**src/rtl/result_tx_drain.sv**
```systemverilog
`default_nettype none
// ============================================================================
// Module   : result_tx_drain
// Purpose  : Drains a host-requested number of words from one selected result
//            FIFO. The words go out as a valid/ready stream, and the final word
//            is marked with tx_last.
// Optional : RESULT_TX_HEADER_EN - adds one header word ahead of the data:
//            {8'hA5, sel[7:0], count[15:0]}.
// Revision : 1.0 - initial release
// ============================================================================
module result_tx_drain #(
    parameter int FIFO_WIDTH         = 32,
    parameter int TOTAL_RESULT_FIFOS = 8,
    parameter int SEL_WIDTH          = 8,
    parameter int COUNT_WIDTH        = 16
) (
    input  logic                                     clk,
    input  logic                                     reset,
    input  logic                                     req_valid,
    output logic                                     req_ready,
    input  logic [SEL_WIDTH-1:0]                     req_sel,
    input  logic [COUNT_WIDTH-1:0]                   req_count,
    input  logic [TOTAL_RESULT_FIFOS*FIFO_WIDTH-1:0] rf_q,
    input  logic [TOTAL_RESULT_FIFOS-1:0]            rf_empty,
    output logic [TOTAL_RESULT_FIFOS-1:0]            rf_rdreq,
    output logic                                     tx_valid,
    input  logic                                     tx_ready,
    output logic [FIFO_WIDTH-1:0]                    tx_data,
    output logic                                     tx_last,
    output logic                                     busy,
    output logic                                     err_sel
);

    localparam logic [1:0] c_st_idle   = 2'd0;
`ifdef RESULT_TX_HEADER_EN
    localparam logic [1:0] c_st_hdr    = 2'd1;
`endif
    localparam logic [1:0] c_st_stream = 2'd2;
    localparam logic [1:0] c_st_flush  = 2'd3;

    logic [1:0]             r_state;
    logic [SEL_WIDTH-1:0]   r_sel;
    logic [COUNT_WIDTH-1:0] r_remaining;
    logic                   r_tx_valid;
    logic [FIFO_WIDTH-1:0]  r_tx_data;
    logic                   r_tx_last;
    logic                   r_busy;
    logic                   r_err_sel;

    logic [FIFO_WIDTH-1:0]  w_head;
    logic                   w_sel_empty;
    logic                   w_out_free;
    logic                   w_pop;
    logic                   w_sel_bad;

    // Select the head word and empty flag of the latched FIFO
    always_comb begin
        w_head      = '0;
        w_sel_empty = 1'b1;
        for (int i = 0; i < TOTAL_RESULT_FIFOS; i++) begin
            if (r_sel == SEL_WIDTH'(i)) begin
                w_head      = rf_q[i*FIFO_WIDTH +: FIFO_WIDTH];
                w_sel_empty = rf_empty[i];
            end
        end
    end

    // The output register can take a new word when it is empty or being consumed
    assign w_out_free = !r_tx_valid || tx_ready;

    // Pop only while streaming, with words owed, data present and room downstream;
    // reset suppresses the pop so FIFO contents survive a mid-transfer reset
    assign w_pop = !reset && (r_state == c_st_stream) && (r_remaining != '0) &&
                   !w_sel_empty && w_out_free;

    assign w_sel_bad = ({1'b0, req_sel} >= (SEL_WIDTH + 1)'(TOTAL_RESULT_FIFOS));

    generate
        for (genvar g = 0; g < TOTAL_RESULT_FIFOS; g++) begin : g_rdreq
            assign rf_rdreq[g] = w_pop && (r_sel == SEL_WIDTH'(g));
        end
    endgenerate

    assign req_ready = (r_state == c_st_idle);
    assign tx_valid  = r_tx_valid;
    assign tx_data   = r_tx_data;
    assign tx_last   = r_tx_last;
    assign busy      = r_busy;
    assign err_sel   = r_err_sel;

    // Request FSM and registered output stage
    always_ff @(posedge clk) begin
        if (reset) begin
            r_state     <= c_st_idle;
            r_sel       <= '0;
            r_remaining <= '0;
            r_tx_valid  <= 1'b0;
            r_tx_data   <= '0;
            r_tx_last   <= 1'b0;
            r_busy      <= 1'b0;
            r_err_sel   <= 1'b0;
        end else begin
            case (r_state)
                c_st_idle: begin
                    if (req_valid) begin
                        r_sel       <= req_sel;
                        r_remaining <= req_count;
                        if (w_sel_bad) begin
                            r_err_sel <= 1'b1;
                        end else begin
                            r_busy  <= 1'b1;
`ifdef RESULT_TX_HEADER_EN
                            r_state <= c_st_hdr;
`else
                            r_state <= c_st_stream;
`endif
                        end
                    end
                end
`ifdef RESULT_TX_HEADER_EN
                c_st_hdr: begin
                    if (w_out_free) begin
                        r_tx_data  <= FIFO_WIDTH'({8'hA5, r_sel[7:0], r_remaining[15:0]});
                        r_tx_valid <= 1'b1;
                        r_tx_last  <= (r_remaining == '0);
                        r_state    <= c_st_stream;
                    end
                end
`endif
                c_st_stream: begin
                    if (w_pop) begin
                        r_tx_data   <= w_head;
                        r_tx_valid  <= 1'b1;
                        r_tx_last   <= (r_remaining == COUNT_WIDTH'(1));
                        r_remaining <= r_remaining - COUNT_WIDTH'(1);
                        if (r_remaining == COUNT_WIDTH'(1)) begin
                            r_state <= c_st_flush;
                        end
                    end else begin
                        // Held word consumed (or nothing held): bubble until data returns
                        if (tx_ready) begin
                            r_tx_valid <= 1'b0;
                            r_tx_last  <= 1'b0;
                        end
                        if (r_remaining == '0) begin
                            r_state <= c_st_flush;
                        end
                    end
                end
                c_st_flush: begin
                    if (w_out_free) begin
                        r_tx_valid <= 1'b0;
                        r_tx_last  <= 1'b0;
                        r_busy     <= 1'b0;
                        r_state    <= c_st_idle;
                    end
                end
                default: begin
                    r_state <= c_st_idle;
                end
            endcase
        end
    end

endmodule
`default_nettype wire

```
**config.mk**
```make
export PLATFORM = sky130hd
export DESIGN_NAME = result_tx_drain
export DESIGN_NICKNAME = d
export VERILOG_FILES = /design/src/rtl/result_tx_drain.sv
export SDC_FILE = /design/constraint.sdc
export NUM_CORES = 1
export LEC_CHECK = 0
export CAP_MARGIN = 0
export CELL_PAD_IN_SITES_DETAIL_PLACEMENT = 0
export CELL_PAD_IN_SITES_GLOBAL_PLACEMENT = 2
export CORE_ASPECT_RATIO = 0.9
export CORE_MARGIN = 2
export CORE_UTILIZATION = 20
export CTS_CLUSTER_SIZE = 24
export DETAILED_ROUTE_END_ITERATION = 10
export GPL_TIMING_DRIVEN = 1
export PLACE_DENSITY_LB_ADDON = 0.1
export SYNTH_ARGS = -nofsm -noshare
export SYNTH_HDL_FRONTEND = slang
export SYNTH_SLANG_ARGS = --single-unit
```
**constraint.sdc**
```tcl
create_clock -name clk -period 4 [get_ports clk]
set_input_delay 0.4 -clock clk [delete_from_list [all_inputs] [get_ports clk]]
set_output_delay 0.4 -clock clk [all_outputs]
set_load 0.01 [all_outputs]
```
Word-level counts from Yosys, hierarchy flattened. Index checks and enable logic that the tools add are counted. Widths: inputs -> output; s select.

Order comparisons: 1. Add/subtract/negate cells: 1. Reductions and logical operators: 30. Equal/unequal tests: 17. Mux-type cells: 35.

Operator list (count): $mux 32 (8); $eq 8x3->1 const B (4); $mux 16 (2); $pmux 16 s2 (1); $eq 16x1->1 const B (1); $eq 8x2->1 const B (2); $logic_not 16->1 (1); $reduce_bool 16->1 (1); $sub 16x1->16 const B (1); $mux 1 (14); $logic_and 1x1->1 (12); $mux 2 (6); $reduce_and 3->1 (3); $eq 8x1->1 const B (1); $ge 8x4->1 const B (1); $logic_not 8->1 (1); $ne 2x2->1 const B (4); $ne 3x2->1 const B (2); $pmux 1 s2 (3); $pmux 2 s3 (1); $reduce_bool 2->1 (3); $reduce_and 5->1 (1); $eq 2x2->1 const B (2); $reduce_and 2->1 (2); other kinds (5) (7).

Word-level logic and storage cells: 92. Register bits: 62. Bits of input ports: 292. Output and inout port bits: 45.

Longest topological paths before layout. Gate-level depths: netlist of the first run.

Depth in word-level cells: 14. Mapped depth: 10. Depth with buffers taken out: 8.

Least setup slack after synthesis of the first run. No wires, ideal clock.

Path kind: reg2out. Start: reg r_remaining[2]. End: out rf_rdreq[7]. Buffers on the path: 1. Arrival: 1.802 ns. Data required time: 3.600 ns. Cell stages (with the launch flop): 7. Setup slack: 1.798 ns. Cells stage by stage: dfxtp_1 or4_4 nor4_4 nand3_2 nand4_1 buf_2 nor3_1.

Cells in the longest elaborated chain, start to end: 5.

RTL lines: start: declaration (line 43) `logic [COUNT_WIDTH-1:0] r_remaining;`; start signal: assignment (line 107) `r_remaining <= req_count;`; start signal: assignment (line 135) `r_remaining <= r_remaining - COUNT_WIDTH'(1);`; $reduce_bool 16->1 (line 73) `assign w_pop = !reset && (r_state == c_st_stream) && (r_remaining != '0) &&`; $logic_and 1x1->1 (2 in a row) (line 73); $logic_and 1x1->1 (line 74) `!w_sel_empty && w_out_free;`; $logic_and 1x1->1 (line 80) `assign rf_rdreq[g] = w_pop && (r_sel == SEL_WIDTH'(g));`; end: declaration (line 25) `output logic [TOTAL_RESULT_FIFOS-1:0] rf_rdreq,`.

Every way passes these cells.

Worst setup path after layout of the first run.
Start: reg r_sel[2]. End: out rf_rdreq[4].

Cells in the longest elaborated chain, start to end: 13. Elaborated cells on any way between the ends: 20. Those cells by class: eq/ne (7); mux (8); reduce/logical (5).

RTL lines: start: declaration (line 42) `logic [SEL_WIDTH-1:0] r_sel;`; start signal: assignment (line 106) `r_sel <= req_sel;`; $logic_not 8->1 (line 61) `if (r_sel == SEL_WIDTH'(i)) begin`; $mux 1 (8 in a row) (line 61); $logic_not 1->1 (line 74); $logic_and 1x1->1 (line 73); $logic_and 1x1->1 (line 74); $logic_and 1x1->1 * (line 80).

Every way passes the cells marked *; elsewhere a longest branch is shown, timed or not.

==> results.cfg, run 1 <==
[sta]
hold_viol = 0
rsz0062_at_grt = false
finalCriticalPeriod_ns = 3.291
slew_headroom = 0.4707
fin_crit_sh = 0.8228
tns_ns = 0
finalSetupViolCount = 0
clock.fmax_mhz = 303.9
tightest_slew_ns = 0.7939
drv_slew = 0
fin_worst_skew_ns = 0.007417

[yosys]
synth_edf_count = 0
ys_types = 52
yosysTopAreaCellShare = 0.2443
synthCells = 670
synth_warnings = 0
syn_area_um2 = 5080
synth_seq_area_share = 0.2443
synth_area_leaders = dfxtp_1, mux2i_1, mux4_2
synth-main-ff-cell = dfxtp_1
netlist_top_cells_count = nor2_1, nand2_1, dfxtp_1
ys_seq_elements = 62
yosysTopAreaCell = dfxtp_1
async_flop_share = 0
synth.most_common_cell = nor2_1
synth_fp_nets = 964
syn_area_per_cell_um2 = 7.582

[clock_network]
clkLatencyLatePin_ns = 0.34
clk_path_buf_depth = 2
hold_buffers = 0
ctsResizeCount = 0
cts-root-buf = clkbuf_16
path_clk_slew_ns = 0.06
cts_sinks = 62
postCtsSetupBuffers = 0
tritoncts = built
ctsHtreeMaxLevel = 3
cts_made_buffers = 9

[setup_path]
critPathKind = reg -> out
critical_path.endpoint_type = output port
slowest_stage = dfxtp_2
crit_fanout = 25
timing.critical_path.buf_inv = 2
required_ns = 3.60
cp_slowest_stage_delay_ns = 0.63
cp_top_family = simple AND/OR/NAND/NOR gates
worstPathCellList = nor2b_1, a22oi_1, nand3_1, nand4_1, buf_12, nor4_1, clkdlybuf4s50_1
startpoint_type = flop
arrival_ns = 2.89

[worst_hold_path]
hp-class = reg -> reg

[floorplanning]
die_h_um = 155.2
pin_count = 337
dieArea_um2 = 26690
floorplan.rows = 55
initial_core_util = 0.2028
core_um2 = 25050
die_width_um = 172.0

[drt]
ant_nets = 0
drc = 0
finalWirelength_um = 27440
drt_iter0_markers = 224
dr.pass1.iters = 6
wl_per_cell_um = 20.72
vias = 6260
viasPerCell = 4.728

[finish]
final_util = 0.3633
areaGrowthSynthToFinish_pct = 79.16
layout-drive-gt1-share = 0.08700
nets = 1266

[grt]
grt_start_max_net_pins = 65
grt_antenna_before_repair = 7
first_global_vias = 6540
grt_util_all_layers = 0.2018
grt-ovfl-total = 0
grt_first_pass_wirelength_um = 40160

[outcome]
status = finished, final reports clean

[pwr]
p_per_area_nw_per_um2 = 244.5
p_leak_nw = 3.169
irDropWorstVdd_uv = 163.6

[placement]
gp_congestion = 0.7896
port_buffers = 336
hpwl_um = 21560

[flow_run]
maxCapViolations = 0
## state kept, by name (all words and copies together) (netlist names)
signal / count
busy: 1
err_sel: 1
r_remaining: 16
r_sel: 8
r_state: 2
tx_data: 32
tx_last: 1
tx_valid: 1
## tightest hold or removal path, cell delays in order, from the launching register on
cell and delay [ns]:
dfxtp_1 0.31, nand2_1 0.05, a21oi_1 0.05
## report_power, final
part | internal [W] | total [W] | switching [W]
Clock | 0.000548 | 0.000864 | 0.000316
Sequential | 0.000635 | 0.000666 | 0.0000312
Combinational | 0.000413 | 0.000695 | 0.000282
Total | 0.00160 | 0.00223 | 0.000630
## path summary, 6_finish.rpt
kind	start	cells after the start	to	slack (ns)
min reg2reg	tx_data[30]	2	tx_data[30]	0.45
max reg2reg	r_sel[2]	7	tx_data[24]	1.25
min	tx_data[30]	2	tx_data[30]	0.45
max	r_sel[2]	7	rf_rdreq[4]	0.71
## through the flow
stage                     worst slack (ns)  instances  cell area (µm²)  power [W]  hold slack, ns
after global routing                0.5379       1324             9101   0.002342          0.4755
final                               0.7089       1324             9101   0.002225          0.4500
after detailed placement            0.9591       1303             8767   0.001381          0.4487
after global placement              0.9935       1303             8767   0.001386          0.4396
after floorplan                      1.798        670             5080  0.0009718          0.4448
after CTS                           0.6866       1319             9089   0.002265          0.4540
## kinds of logic (layout without fill, tap and decap cells)
kind of cell | after synthesis | count (layout) | synth area share
other cells | 0 | 5 | 0
mux | 83 | 83 | 0.2074
simple gates | 237 | 237 | 0.2138
fa+ha+maj | 2 | 2 | 0.004925
buf+inv | 73 | 380 | 0.05911
compound gates | 213 | 213 | 0.2704
flops | 62 | 62 | 0.2443
## metal layers
metal  vias up  GRT usage  wire length (µm)
met5         -          0                 9
met4         2    0.05642               406
met3        23    0.06004              2296
met2       244     0.3400             12930
met1      2903     0.2492             11790
li1       3088          -                 -
## cells in the final DEF, fill, tap and decap left out, drive strengths merged, types with 3 or more instances in the layout
master,instances
clkdlybuf4s50,335
nor2,92
nand2,67
dfxtp,62
a21oi,60
mux2i,49
o21ai,48
nor3,27
mux2,18
buf,18
a22oi,17
mux4,16
a221oi,14
nor2b,13
o22ai,13
inv,13
a22o,12
clkbuf,9
nand2b,8
o31ai,8
nand3,8
a31oi,7
and2,7
diode,5
o21a,5
o221ai,5
o221a,5
a211oi,4
o41ai,3
o32ai,3
or4,3
nor4,3
## layout make-up
cell class,count,area [µm²]
fill,2682,15950
multi-input combinational,535,3550
timing repair buffer,353,3498
sequential,62,1250
tap,342,427.9
clock buffer,9,225.2
clock inverter,7,96.34
inverter,11,41.29
antenna,5,12.51
No activity file was read; power rests on OpenSTA's default activity.
==> run 2, diff against run 1 <==
--- a/config.mk
+++ b/config.mk
@@ -10,7 +10,7 @@
 export CELL_PAD_IN_SITES_GLOBAL_PLACEMENT = 2
 export CORE_ASPECT_RATIO = 0.9
 export CORE_MARGIN = 2
-export CORE_UTILIZATION = 20
+export CORE_UTILIZATION = 18
 export CTS_CLUSTER_SIZE = 24
 export DETAILED_ROUTE_END_ITERATION = 10
 export GPL_TIMING_DRIVEN = 1
==> constraint.sdc (replaced) <==
create_clock -name clk -period 3.1 [get_ports clk]
set_input_delay 0.31 -clock clk [delete_from_list [all_inputs] [get_ports clk]]
set_output_delay 0.31 -clock clk [all_outputs]
set_load 0.01 [all_outputs]
==> run 2 against run 1 <==
Effect of this change: setup slack lost 0.61 ns; register-to-register slack lost 0.69 ns; cell count grew 2.0%; critical endpoint is now rf_rdreq[2]; largest power group unchanged.
==> results.cfg, run 2 (synthesized netlist as in run 1, its figures left out) <==
[clock_network]
hold_buffers = 0
clk_path_buf_depth = 2
ctsHtreeMaxLevel = 3
path_clk_slew_ns = 0.07
cts_made_buffers = 9
tritoncts = built
clkLatencyLatePin_ns = 0.34
cts-root-buf = clkbuf_16
cts_sinks = 62

[setup_path]
critical_path.endpoint_type = output port
critPathKind = reg -> out
startpoint_type = flop
cp_top_family = simple AND/OR/NAND/NOR gates
required_ns = 2.79
r2r-start = r_remaining[2]
cp_slowest_stage_delay_ns = 0.61
timing.critical_path.buf_inv = 2
regToRegEndpoint = tx_data[23]
arrival_ns = 2.69
worstSetupPathDepth = 7
rrSetupSlack_ns = 0.56
worstPathCellList = or4_4, nor4_4, nand3_2, nand4_1, buf_12, nor3_1, clkdlybuf4s50_1
ff2ff_path_depth = 7
crit_fanout = 12
slowest_stage = or4_4

[finish]
largest_reg_flops = 32
layout-drive-gt1-share = 0.09929
areaGrowthSynthToFinish_pct = 81.03
nets = 1276
layout_commonest_cell = clkdlybuf4s50_1
final_util = 0.3300
layout_common_cells = clkdlybuf4s50_1, nor2_1, nand2_1, a21oi_1, dfxtp_1

[flow_run]
maxCapViolations = 0

[floorplanning]
dieArea_um2 = 29580
core_um2 = 27870
pin_count = 337
die_width_um = 181.1
floorplan.rows = 58
initial_core_util = 0.1823
die_h_um = 163.4

[sta]
slew_headroom = 0.4528
setup_slack_ns = 0.09891
drv_slew = 0
finalCriticalPeriod_ns = 3.001
finalSetupViolCount = 0
fin_worst_skew_ns = 0.01126
hold_viol = 0
fin_crit_sh = 0.9681
tightest_slew_ns = 0.8192
clock.fmax_mhz = 333.2

[drt]
dr.pass1.iters = 4
viasPerCell = 4.638
vias = 6261
finalWirelength_um = 28420
drc = 0
wl_per_cell_um = 21.05
ant_nets = 0
drt_iter0_markers = 211

[placement]
post-place-ws_ns = 0.2779
hpwl_um = 22200
gp_congestion = 0.7793
port_buffers = 336

[grt]
first_global_vias = 6565
grt_util_all_layers = 0.1897
grt_first_pass_wirelength_um = 42040
grt-ovfl-total = 0
grt_start_max_net_pins = 86
grt_antenna_before_repair = 5

[outcome]
status = finished, final reports clean

[pwr]
power_frac_comb = 0.336
clkPwrFrac = 0.358
p_per_area_nw_per_um2 = 299.6
power_w = 0.002756
pwr-share-seq = 0.306
switching_share = 0.3044
p_leak_nw = 3.266
intPower_w = 0.001917
irDropWorstVdd_uv = 225.9
power.switching_w = 0.0008388

[worst_hold_path]
min_path_cells = 2
hp-class = reg -> reg
min_to = tx_data[16]
min_from = tx_data[16]
## run 2: stage by stage
stage | cells | hold slack (ns) | area [µm²] | TNS, ns
after floorplan | 670 | 0.4448 | 5080 | 0
after global placement | 1328 | 0.4388 | 8847 | 0
after detailed placement | 1328 | 0.4437 | 8847 | 0
after CTS | 1344 | 0.4582 | 9133 | 0
after global routing | 1350 | 0.4766 | 9196 | -0.003215
final | 1350 | 0.4541 | 9196 | 0
## run 2: how the worst max path moves through the flow
stage / startpoint / endpoint / slack [ns]
finish: r_remaining[2] / rf_rdreq[2] / 0.1
floorplan: r_remaining[2] / r_remaining[14] / 0.97
global placement: rf_empty[2] / rf_rdreq[6] / 0.33
detailed placement: rf_empty[7] / rf_rdreq[4] / 0.28
CTS: r_remaining[2] / rf_rdreq[6] / 0.007
global route: r_remaining[2] / rf_rdreq[0] / -0.003
## run 2: worst reg2reg max path, stage by stage, from the launching register on
cell and delay, ns:
dfxtp_1 0.37, or4_4 0.61, nor4_4 0.31, nand3_2 0.15
and4_2 0.49, buf_4 0.31, nor2_1 0.10, nor3_1 0.06
## run 2: timing repair
item / 4_1_cts / 5_1_grt
buffers inserted: 0 / 2
cloned: 0 / 1
setup endpoints to repair: 1 / 8
pin swaps: 0 / 3
resized for setup: 1 / 6
## run 2: area by class of cell
type,instances,area (µm²)
multi-input cells,535,3556
flip-flops and latches,62,1250
diodes,3,7.507
repair buffers,363,3611
clock buffers,9,225.2
inverters,11,41.29
fillers,3034,18670
well taps,360,450.4
clock inverters,7,55.05
## run 2: power by group through the flow
stage                     logic (W)  clock network, W  registers [W]
final                      0.000926          0.000987       0.000842
after detailed placement   0.000935                 0       0.000859
after global placement     0.000937                 0       0.000860
after global routing        0.00101           0.00105       0.000846
after floorplan            0.000403                 0       0.000851
after CTS                  0.000939           0.00103       0.000842
## run 2: per-layer routing
layer  track usage  vias up  share of wire
li1              -     3109              -
met2        0.3281      236           0.48
met3       0.05552       20          0.073
met4       0.04693        0          0.016
met1        0.2314     2896           0.44
met5             0        -              0
